`config.mk`:
```
export PLATFORM = sky130hd
export DESIGN_NAME = mem_arbiter
export DESIGN_NICKNAME = d
export VERILOG_FILES = /design/src/rtl/mem_arb_pkg.sv /design/src/rtl/mem_arbiter_rr_pick.sv /design/src/rtl/mem_arbiter.sv
export SDC_FILE = /design/constraint.sdc
export NUM_CORES = 1
export LEC_CHECK = 0
export ABC_AREA = 1
export BUFFER_PORTS_ARGS = -buffer_cell sky130_fd_sc_hd__buf_2
export CORE_AREA = 2 2 536 538
export CTS_CLUSTER_DIAMETER = 200
export DETAILED_ROUTE_END_ITERATION = 6
export DIE_AREA = 0 0 538 540
export MAX_ROUTING_LAYER = met4
export SYNTH_ARGS = -nofsm -noshare
export SYNTH_HDL_FRONTEND = slang
export SYNTH_SLANG_ARGS = --single-unit
```
`constraint.sdc`:
```
create_clock -name clk -period 3 [get_ports clk]
set_input_delay 0.15 -clock clk [delete_from_list [all_inputs] [get_ports clk]]
set_output_delay 0.15 -clock clk [all_outputs]
set_load 0.01 [all_outputs]
```
`src/rtl/mem_arb_pkg.sv`:
```
// Shared types for the two-requester line arbiter in front of main memory.
package mem_arb_pkg;

    localparam int NUM_REQ = 2;

    typedef enum logic [1:0] {
        IDLE,
        BUSY,
        HOLD
    } state_e;

    typedef enum logic {
        OP_RD,
        OP_WR
    } op_e;

endpackage

```
`src/rtl/mem_arbiter_rr_pick.sv`:
```
// Two-way round-robin select: on a tie, pick the requester that was not served last.
module rr_pick (
    input  logic [1:0] req_i,
    input  logic       last_i,
    output logic       valid_o,
    output logic       pick_o
);

    assign valid_o = |req_i;
    assign pick_o  = (&req_i) ? ~last_i : req_i[1];

endmodule

```
`src/rtl/mem_arbiter.sv`:
```
// Line-level arbiter sharing main memory between I-cache (0) and D-cache (1).
// IDLE: arbitrate | BUSY: memory transaction for owner | HOLD: post-write slot for an atomic refill
module mem_arbiter
    import mem_arb_pkg::*;
#(
    parameter  int LINE_ADDR_LEN = 3,
    parameter  int ADDR_LEN      = 9,
    localparam int LINE_SIZE     = 2 ** LINE_ADDR_LEN
) (
    input  logic                      clk,
    input  logic                      rst,
    input  logic [NUM_REQ-1:0]        c_rd_req,
    input  logic [NUM_REQ-1:0]        c_wr_req,
    input  logic [ADDR_LEN-1:0]       c_addr    [NUM_REQ],
    input  logic [LINE_SIZE-1:0][31:0] c_wr_line [NUM_REQ],
    output logic [NUM_REQ-1:0]        c_gnt,
    output logic [LINE_SIZE-1:0][31:0] c_rd_line,
    output logic                      mem_rd_req,
    output logic                      mem_wr_req,
    output logic [ADDR_LEN-1:0]       mem_addr,
    output logic [LINE_SIZE-1:0][31:0] mem_wr_line,
    input  logic                      mem_gnt,
    input  logic [LINE_SIZE-1:0][31:0] mem_rd_line,
    output logic [31:0]               grant_cnt [NUM_REQ]
);

    state_e                     state_q, state_d;
    op_e                        op_q, op_d;
    logic                       owner_q, owner_d;
    logic                       last_q, last_d;
    logic [NUM_REQ-1:0][31:0]   cnt_q, cnt_d;
    logic                       pick_valid;
    logic                       pick;

    rr_pick u_rr_pick (
        .req_i   (c_rd_req | c_wr_req),
        .last_i  (last_q),
        .valid_o (pick_valid),
        .pick_o  (pick)
    );

    always_ff @(posedge clk or posedge rst) begin
        if (rst) begin
            state_q <= IDLE;
            op_q    <= OP_RD;
            owner_q <= 1'b0;
            last_q  <= 1'b1;
            cnt_q   <= '0;
        end else begin
            state_q <= state_d;
            op_q    <= op_d;
            owner_q <= owner_d;
            last_q  <= last_d;
            cnt_q   <= cnt_d;
        end
    end

    always_comb begin
        state_d     = state_q;
        op_d        = op_q;
        owner_d     = owner_q;
        last_d      = last_q;
        mem_rd_req  = 1'b0;
        mem_wr_req  = 1'b0;
        mem_addr    = '0;
        mem_wr_line = '0;
        c_rd_line   = '0;
        c_gnt       = '0;
        case (state_q)
            IDLE: begin
                if (pick_valid) begin
                    owner_d = pick;
                    op_d    = c_wr_req[pick] ? OP_WR : OP_RD;
                    state_d = BUSY;
                end
            end
            BUSY: begin
                mem_rd_req     = (op_q == OP_RD);
                mem_wr_req     = (op_q == OP_WR);
                mem_addr       = c_addr[owner_q];
                mem_wr_line    = c_wr_line[owner_q];
                c_rd_line      = mem_rd_line;
                c_gnt[owner_q] = mem_gnt;
                // main_mem cannot abort, so only mem_gnt ends the transaction
                if (mem_gnt) begin
                    if (op_q == OP_WR) begin
                        state_d = HOLD;
                    end else begin
                        state_d = IDLE;
                        last_d  = owner_q;
                    end
                end
            end
            HOLD: begin
                if (c_rd_req[owner_q]) begin
                    op_d    = OP_RD;
                    state_d = BUSY;
                end else begin
                    state_d = IDLE;
                    last_d  = owner_q;
                end
            end
            default: state_d = IDLE;
        endcase
    end

    always_comb begin
        cnt_d = cnt_q;
        for (int i = 0; i < NUM_REQ; i++) begin
            if (c_gnt[i] && (cnt_q[i] != 32'hFFFF_FFFF)) begin
                cnt_d[i] = cnt_q[i] + 32'd1;
            end
        end
    end

    for (genvar g = 0; g < NUM_REQ; g++) begin : g_cnt
        assign grant_cnt[g] = cnt_q[g];
    end

endmodule

```
Yosys cells after proc, flatten, opt, wreduce, memory -nomap -nowiden
Cells that the tools add are included.
Word-level totals
  flip-flop bits (word level): 69
  logic and storage cells: 70
Cells by class
  $add $sub $neg: 2
  order comparisons: 4
  eq/ne operators: 9
  mux-type cells: 32
  bitwise gates (word level): 5
  reductions and logical operators: 12
Operators with widths (number)
  256-bit 2-to-1 mux: 5
  32-bit by 1-bit adder with 32-bit output (second input constant): 2
  32-bit inequality test (second input constant): 2
  9-bit 2-to-1 mux: 4
  1-bit 2-to-1 mux: 15
  2-bit inequality test (second input constant): 5
  2-bit 2-to-1 mux: 4
  2-bit case mux with 3 select lines: 1
  2-bit AND reduction: 3
  1-bit by 2-bit less-than comparator with 1-bit output (second input constant): 2
  1-bit case mux with 2 select lines: 2
  4-bit AND reduction: 1
  2-bit nonzero test: 2
  1-bit logical AND: 3
  3-bit AND reduction: 1
  2-bit AND: 1
  2-bit by 1-bit == test with 1-bit output (second input constant): 1
  2-bit == test (second input constant): 1
  2-bit greater-or-equal comparator (second input constant): 1
  2-bit zero test: 1
  1-bit inverter: 2
  1-bit inverter with 2-bit output: 1
  2-bit OR: 1
  2-bit OR reduction: 1
  2 further kinds: 2

Longest topological paths before layout
Gate-level depths: netlist of the first run.
  word-level depth: 8
  gate-level depth with buffers: 10
  gate-level depth less buffers: 10

Cells and area by module
A second synthesis of the first run with hierarchy kept.
Unflattened totals
  cell total of the unflattened synthesis: 2144
  area total of the unflattened synthesis: 10421.2 µm²
By module, submodules not included
  mem_arbiter: instances 1, cells each 2141, area each 10406.2 µm², sequential area each 1727.9 µm²
  rr_pick: instances 1, cells each 3, area each 15.0 µm², sequential area each 0.0 µm²

Least setup slack after synthesis of the first run
OpenSTA, ideal clock, no wires.
  path kind: register to register
  start point: register cnt_q, in the netlist grant_cnt[0]
  end point: register cnt_q, in the netlist grant_cnt[10]
  library setup time: 0.116 ns
  arrival time: 1.521 ns
  required time: 2.884 ns
  slack: 1.362 ns
  cell stages (with the launch flop): 10
  path buffers: 1
  clock period less this slack: 1.638 ns
  path through: dfrtp_1 -> ha_1 -> inv_1 -> nor2_4 -> nand2_1 -> nor2_4 -> a21oi_4 -> buf_6 -> nand2_1 -> nand2_1
On the way
  word-level cells in the longest chain between the ends: 2
  elaborated cells between the ends (all ways): 3
  those cells by class: 1 x add/sub; 1 x eq/ne; 1 x reduce/logical
Ends and longest elaborated chain
  start: declaration: line mem_arbiter.sv:31  | logic [NUM_REQ-1:0][31:0] cnt_q, cnt_d;
  start signal: assignment: line mem_arbiter.sv:54  | cnt_q <= cnt_d;
  parallel branches: the longest is 2 deep, another holds 32-bit by 1-bit adder with 32-bit output
Parallel ways; which one is timed is not known.
A chain may end at the register's enable or synchronous reset.

==> results.yml, run 1 <==
flow_run:
  drv_cap: 0
global_route:
  grt_pass1_wl_mm: 296
  grtUsageTotal: 0.174
  antenna_found_initial: 317
  grt_max_degree: 68
  overflow: 0
  grt_pass1_vias: 19800
synthesis:
  synth-edff-count: 0
  ys_ff_latch: 69
  synthesis.nets: 2953
  synth_top_cell_by_area: "nand2_1"
  synth.distinct_cells: 32
  async_flop_share: 1.00
  yosys_warnings: 0
  avgSynthCellArea_um2: 4.86
  synthFlopType: "dfrtp_1"
  yosysSeqAreaShare: 0.165
  synth_area_leaders: "nand2_1, dfrtp_1, nor2_1"
  syn_area_um2: 10500
  yosysTopAreaCellShare: 0.323
  postSynthCellCount: 2158
sta:
  fin_crit_sh: 0.886
  setup_viol: 0
  tightest_slew_ps: 938
  fin_crit_ps: 2660
  hold_viol: 0
  relSlewSlack: 0.375
  fmax_mhz: 376
  fin_skew_ps: 18.7
  rsz0062_at_grt: "false"
  slew_viol_final: 0
  fin_tns_setup_ps: 0
setup_path:
  crit_fanout: 29
  worstSetupPathType: "register to output port"
  critPathCaptureType: "output port"
  r2r_end: "grant_cnt[17]$_DFFE_PP0P_"
  timing.rr.start: "state_q[1]$_DFFE_PP0P_"
  rrSetupSlack_ps: 890
  worstRegToRegCells: 8
  crit_chain: "inv_8 > buf_12 > buf_4 > nand2_1 > a21oi_1 > buf_2"
  worstPathRequired_ps: 2850
  crit_slowest_cell: "dfrtp_4"
  worstPathArrival_ps: 2510
  slowest_delay_ps: 580
  crit_path_start_kind: "register"
floorplan:
  die_h_um: 540
  die_x_um: 538
  dieArea_um2: 291000
  io_pins: 1382
  core_area_um2: 284000
  start_util: 0.0369
  rows: 196
run_status:
  status: "completed"
power:
  powerDensity_nw_per_um2: 806
  power.total_w: 0.0190
  vdd_ir_drop_max_v: 0.000334
  p_leak_nw: 12.5
clock_network:
  cts-htree-levels: 3
  cts_setup_buffers: 0
  clk_latency_ps: 400
  clock-root-buffer: "clkbuf_16"
  post_cts_resized: 0
  cts_hold_buf: 1
  cts.reportedPaths.clkPinSlew_ps: 70
  numCtsBuffers: 9
  tritoncts: "built"
  clock_path_buffers: 2
  clock_sinks: 69
layout:
  drive_above_1_share: 0.438
  final_common_cell: "buf_2"
  final_cell_mix: "buf_2, nand2_1, nor2_1, inv_1, a21oi_1"
  fin_nets: 4341
  syn_to_final_growth_pct: 124
routing:
  drtAntennaViolNets: 0
  routedWlPerCell_um: 34.1
  viasPerCell: 2.78
  drt_wl_total_mm: 257
  drcViolationCount: 0
  drt_iter0_markers: 1613
  vias: 20900
  firstDrtPassIters: 6
placement:
  dpl.hpwl_mm: 242
  portBuffers: 1381
  globalplace.congestion: 1.06
worst_hold_path:
  hold_class: "input pin to register"
  min_from: "c_wr_req[1]"
  whs_endpoint: "op_q$_DFFE_PP0P_"
  min_delay_path_depth: 5
==> Yosys cell counts, types with 2 or more instances <==
master and count:
a21oi_1 266, and2_1 3, buf_1 6, buf_2 49, buf_4 2, buf_6 6
buf_8 2, clkbuf_1 61, dfrtp_1 68, ha_1 2, inv_1 307, inv_2 5
nand2_1 904, nand2_2 5, nand3_1 27, nand3_4 2, nand3b_1 13, nand4_1 9
nor2_1 360, nor2_2 10, nor2_4 7, nor3_1 3, o21ai_0 6, xnor2_1 8
xor2_1 20
==> report_power, final <==
group | switching (W) | internal, W | total, W | leakage, nW
Sequential | 0.000140 | 0.00102 | 0.00116 | 0.945
Combinational | 0.0121 | 0.00457 | 0.0167 | 11.4
Clock | 0.000571 | 0.000563 | 0.00113 | 0.133
Total | 0.0128 | 0.00615 | 0.0190 | 12.5
==> worst max path at each step <==
stage	from	to	slack (ps)	cells after the start
after floorplan	rst	grant_cnt[0]$_DFFE_PP0P_	1110	1
after global placement	owner_q$_DFFE_PP0P_	mem_wr_line[234]	670	5
after detailed placement	owner_q$_DFFE_PP0P_	mem_wr_line[234]	680	5
after CTS	owner_q$_DFFE_PP0P_	mem_wr_line[234]	210	5
after global routing	owner_q$_DFFE_PP0P_	mem_addr[2]	250	4
final	owner_q$_DFFE_PP0P_	mem_wr_line[158]	340	6
==> sequential cells by signal, summed over array words and instances (netlist names) <==
name / count
last_q: 1
grant_cnt: 64
op_q: 1
state_q: 2
owner_q: 1
==> per-layer routing <==
metal / GRT usage / up-vias / wire length [um]
met5: - / - / 0
met4: 0.0421 / 0 / 8200
met3: 0.0708 / 374 / 27800
met2: 0.293 / 1559 / 123000
met1: 0.190 / 9516 / 97800
li1: - / 9468 / -
==> worst max-delay path: cells and delay by family (launching register included) <==
kind | cells | cell delay, ps
AND/OR/NAND/NOR | 1 | 50
buffers and inverters | 4 | 870
flip-flops | 1 | 580
AO/OA/AOI/OAI | 1 | 470
==> kinds of logic (layout without fill, tap and decap cells) <==
family / count (synthesis) / after routing / share of synthesized area
other: 0 / 212 / 0
AO/OA/AOI/OAI: 274 / 274 / 0.132
XOR/XNOR: 28 / 28 / 0.0234
flip-flops: 69 / 69 / 0.165
AND/OR/NAND/NOR: 1347 / 1347 / 0.508
adder cells (fa/ha/maj): 2 / 2 / 0.00238
buffers and inverters: 438 / 1831 / 0.170
==> through the flow <==
stage / setup WS (ps) / util / instance area, um2 / hold slack, ps / cells
after floorplan: 1110 / - / 10500 / 260 / 2158
after global placement: 671 / 0.0798 / 22700 / 373 / 7296
after detailed placement: 680 / 0.0798 / 22700 / 377 / 7296
after CTS: 212 / 0.0808 / 23000 / 61.7 / 7313
after global routing: 254 / 0.0824 / 23400 / 84.8 / 7491
final: 343 / 0.0827 / 23500 / 93.7 / 7525
==> final cells by class <==
type | instances | area [um2]
diodes | 212 | 531
clock buffers | 9 | 225
clock inverters | 7 | 51.3
fillers | 34300 | 261000
inverters | 312 | 1180
multi-input cells | 1651 | 7000
flip-flops and latches | 69 | 1730
well taps | 3762 | 4710
repair buffers | 1503 | 8100
(Power assumes the default switching activity.)
==> run 2, diff against run 1 <==
--- a/config.mk
+++ b/config.mk
@@ -9,9 +9,11 @@
 export BUFFER_PORTS_ARGS = -buffer_cell sky130_fd_sc_hd__buf_2
 export CORE_AREA = 2 2 536 538
 export CTS_CLUSTER_DIAMETER = 200
+export CTS_CLUSTER_SIZE = 8
 export DETAILED_ROUTE_END_ITERATION = 6
 export DIE_AREA = 0 0 538 540
 export MAX_ROUTING_LAYER = met4
+export RECOVER_POWER = 50
 export SYNTH_ARGS = -nofsm -noshare
 export SYNTH_HDL_FRONTEND = slang
 export SYNTH_SLANG_ARGS = --single-unit
==> results.yml, run 2 (same netlist as run 1, synthesis figures left out) <==
placement:
  place_area_um2: 22700
  dpl.hpwl_mm: 242
  pre_cts_ws_ps: 680
  globalplace.congestion: 1.06
  portBuffers: 1381
clock_network:
  cts.reportedPaths.clkPinSlew_ps: 80
  cts_setup_buffers: 0
  clock-root-buffer: "clkbuf_16"
  clock_sinks: 69
  post_cts_resized: 0
  clock_path_buffers: 2
  numCtsBuffers: 9
  cts_hold_buf: 1
  clk_latency_ps: 400
  cts-htree-levels: 3
  tritoncts: "built"
layout:
  drive_above_1_share: 0.375
  register_area_um2: 1730
  syn_to_final_growth_pct: 121
  nFillCells: 34400
  multi_input_area_um2: 6980
  final_common_cell: "buf_2"
  fin_nets: 4341
  finish.instance_area_um2: 23200
  largest_reg_flops: 64
  utilization: 0.0815
  final_cell_mix: "buf_2, nand2_1, nor2_1, inv_1, a21oi_1"
floorplan:
  rows: 196
  die_h_um: 540
  start_util: 0.0369
  io_pins: 1382
  dieArea_um2: 291000
  die_x_um: 538
  core_area_um2: 284000
setup_path:
  crit_fanout: 29
  worstSetupPathType: "register to output port"
  worstPathRequired_ps: 2850
  r2r_end: "grant_cnt[36]$_DFFE_PP0P_"
  worstPathArrival_ps: 2530
  crit_path_start_kind: "register"
  worstRegToRegCells: 7
  timing.rr.start: "state_q[1]$_DFFE_PP0P_"
  rrSetupSlack_ps: 420
  critPathCaptureType: "output port"
worst_hold_path:
  whs_endpoint: "op_q$_DFFE_PP0P_"
  min_delay_path_depth: 5
  min_from: "c_wr_req[1]"
  hold_class: "input pin to register"
global_route:
  grtUsageTotal: 0.174
  antenna_found_initial: 320
  overflow: 0
  grt_max_degree: 68
  grt_pass1_vias: 19800
  grt_pass1_wl_mm: 296
sta:
  fmax_mhz: 374
  hold-worst-slack_ps: 84.5
  slew_viol_final: 0
  fin_crit_ps: 2680
  rsz0062_at_grt: "false"
  relSlewSlack: 0.335
  fin_skew_ps: 20.3
  setup_viol: 0
  fin_crit_sh: 0.892
  tightest_slew_ps: 997
  hold_viol: 0
  fin_tns_setup_ps: 0
  worst_slack_ps: 324
power:
  vdd_ir_drop_max_v: 0.000335
  powerDensity_nw_per_um2: 806
  p_leak_nw: 11.7
routing:
  viasPerCell: 2.79
  drtAntennaViolNets: 0
  drt_iter0_markers: 1620
  firstDrtPassIters: 5
  routedWlPerCell_um: 34.1
  drt_wl_total_mm: 257
  drcViolationCount: 0
  vias: 21000
run_status:
  status: "completed"
flow_run:
  drv_cap: 0
[run 2: changes by cell type in the layout (fill, tap and decap cells not counted), sizes merged]
cell,change
buf,-219
clkbuf,+219
diode,+3
[run 2: worst max path at each step]
stage | startpoint | endpoint | cells after the start
after detailed placement | owner_q$_DFFE_PP0P_ | mem_wr_line[234] | 5
after global placement | owner_q$_DFFE_PP0P_ | mem_wr_line[234] | 5
after floorplan | rst | grant_cnt[0]$_DFFE_PP0P_ | 1
after CTS | owner_q$_DFFE_PP0P_ | mem_wr_line[234] | 5
final | owner_q$_DFFE_PP0P_ | mem_wr_line[175] | 6
after global routing | state_q[1]$_DFFE_PP0P_ | grant_cnt[59]$_DFFE_PP0P_ | 7
[run 2: metrics by stage]
step           instances  power [W]
2_1_floorplan       2158    0.00716
3_3_place_gp        7296     0.0187
3_5_place_dp        7296     0.0185
4_1_cts             7313     0.0198
5_1_grt             7491     0.0200
6_report            7528     0.0187
[run 2: area by class of cell]
class / instances / share of cell area
multi-input combinational: 1651 / 0.301
tap: 3762 / 0.203
inverter: 312 / 0.0509
clock buffer: 9 / 0.00971
antenna: 215 / 0.0232
clock inverter: 7 / 0.00221
timing repair buffer: 1503 / 0.335
sequential: 69 / 0.0747
[run 2: where the power goes]
part	switching (W)	total [W]	internal [W]
logic	0.0121	0.0164	0.00429
clock network	0.000583	0.00115	0.000564
registers	0.000140	0.00116	0.00102
[run 2: per-layer routing]
layer  vias up  wire, um  global-route usage
met5         -         0                   -
met4         0      8050              0.0421
met3       374     26800              0.0708
met2      1616    123000               0.293
met1      9582     98700               0.190
li1       9466         -                   -
[run 2: critical path, cell delays in order (launching register included)]
cell     delay (ps)
dfrtp_4         580
inv_8           200
buf_12          220
buf_4           210
nand2_1          50
a21oi_1         470
buf_2           250
==> run 3, diff against run 2 <==
==> constraint.sdc (replaced) <==
create_clock -name clk -period 3 [get_ports clk]
set_input_delay 0.6 -clock clk [delete_from_list [all_inputs] [get_ports clk]]
set_output_delay 0.6 -clock clk [all_outputs]
set_load 0.01 [all_outputs]
==> results.yml, run 3 (same netlist as run 1, synthesis figures left out) <==
run_status:
  status: "completed"
routing:
  firstDrtPassIters: 5
  drcViolationCount: 0
  viasPerCell: 2.76
  routedWlPerCell_um: 34.0
  drt_wl_total_mm: 255
  drt_iter0_markers: 1284
  vias: 20700
  drtAntennaViolNets: 0
setup_path:
  crit_fanout: 88
  crit_path_start_kind: "register"
  worstSetupPathType: "register to output port"
  crit_chain: "buf_16 > nand2_1 > a21oi_2 > buf_4 > buf_2"
  worstPathRequired_ps: 2400
  worstPathArrival_ps: 2320
  worstRegToRegCells: 8
  crit_slowest_cell: "dfrtp_4"
  slowest_delay_ps: 520
  critPathCaptureType: "output port"
clock_network:
  clk_latency_ps: 380
  cts_hold_buf: 0
  cts_setup_buffers: 0
  clock_sinks: 69
  clock-root-buffer: "clkbuf_16"
  cts-htree-levels: 3
  numCtsBuffers: 9
  cts.reportedPaths.clkPinSlew_ps: 70
  clock_path_buffers: 2
  tritoncts: "built"
global_route:
  overflow: 0
  grt_max_degree: 100
  antenna_found_initial: 294
  grtUsageTotal: 0.173
  grt_pass1_vias: 19800
  grt_pass1_wl_mm: 295
layout:
  syn_to_final_growth_pct: 126
  final_common_cell: "buf_2"
  utilization: 0.0835
  fin_nets: 4309
  largest_reg_flops: 64
  finish.instance_area_um2: 23700
  drive_above_1_share: 0.420
  final_cell_mix: "buf_2, nand2_1, nor2_1, inv_1, a21oi_1"
worst_hold_path:
  hold_class: "input pin to asynchronous set/reset pin"
sta:
  fmax_mhz: 342
  worst_slack_ps: 76.5
  slew_viol_final: 0
  fin_crit_ps: 2920
  relSlewSlack: 0.139
  hold-worst-slack_ps: 475
  fin_skew_ps: 15.7
  rsz0062_at_grt: "true"
  tightest_slew_ps: 1280
  setup_viol: 0
  hold_viol: 0
  fin_crit_sh: 0.975
  fin_tns_setup_ps: 0
floorplan:
  rows: 196
  die_h_um: 540
  start_util: 0.0369
  die_x_um: 538
  core_area_um2: 284000
  dieArea_um2: 291000
  io_pins: 1382
power:
  p_leak_nw: 12.2
  internal-power_w: 0.00660
  p_switching_w: 0.0127
  vdd_ir_drop_max_v: 0.000344
  seq_power_share: 0.060
  sw_frac_of_total: 0.659
  powerDensity_nw_per_um2: 814
  pwr-share-clk: 0.065
  power_frac_comb: 0.874
placement:
  place_area_um2: 22800
  pre_cts_ws_ps: -139
  portBuffers: 1381
  dpl.hpwl_mm: 239
  globalplace.congestion: 1.02
flow_run:
  drv_cap: 0
==> run 3: cell types whose count changed in the layout (fill, tap and decap cells not counted), moves of 18 or more <==
cell / delta
a21oi_1: -22
a21oi_2: +18
buf_12: +24
buf_2: +114
buf_4: -20
clkbuf_1: -150
==> run 3: routing by layer <==
metal	vias up	wire, um	GRT usage
li1	9426	-	-
met1	9450	92900	0.182
met2	1462	121000	0.292
met3	378	31300	0.0804
met4	0	9900	0.0460
met5	-	0	-
==> run 3: timing repair <==
item                                    CTS  global route
pin swaps                                 0             0
cloned                                    0             0
endpoints found under the setup margin   22            18
endpoints found under the hold margin     0             0
resized for setup                        18            11
==> run 3: path summary, 6_finish.rpt <==
kind,slack [ps],end,startpoint
min reg2reg,510,last_q$_DFFE_PP1P_,last_q$_DFFE_PP1P_
max in group asynchronous,840,owner_q$_DFFE_PP0P_,rst
max reg2reg,670,grant_cnt[8]$_DFFE_PP0P_,owner_q$_DFFE_PP0P_
max,80,mem_wr_line[254],owner_q$_DFFE_PP0P_
min,480,grant_cnt[7]$_DFFE_PP0P_,rst
min in group clk,510,last_q$_DFFE_PP1P_,last_q$_DFFE_PP1P_
==> run 3: final cells by class <==
cell class              count  area [um2]
flip-flops and latches     69        1730
inverters                 312        1180
fillers                 34200      261000
well taps                3762        4710
diodes                    225         563
multi-input cells        1651        7110
clock buffers              11         233
repair buffers           1471        8140
clock inverters             5        85.1
==> run 3: power groups by stage <==
stage          combinational (W)  clock, W  sequential [W]
3_3_place_gp              0.0177         0         0.00118
3_5_place_dp              0.0176         0         0.00118
4_1_cts                   0.0178   0.00134         0.00117
6_report                  0.0169   0.00126         0.00117
5_1_grt                   0.0182   0.00137         0.00118
2_1_floorplan            0.00603         0         0.00113
==> run 3: critical path, delay by kind of cell (launching register included) <==
family          cells  cell delay, ps
buf+inv             3             700
flops               1             520
compound gates      1             500
simple gates        1             130
==> run 3: metrics by stage <==
stage	total power, W	std cells
CTS	0.0203	7281
finish	0.0193	7506
detailed placement	0.0188	7265
global route	0.0207	7471
global placement	0.0189	7265
floorplan	0.00716	2158
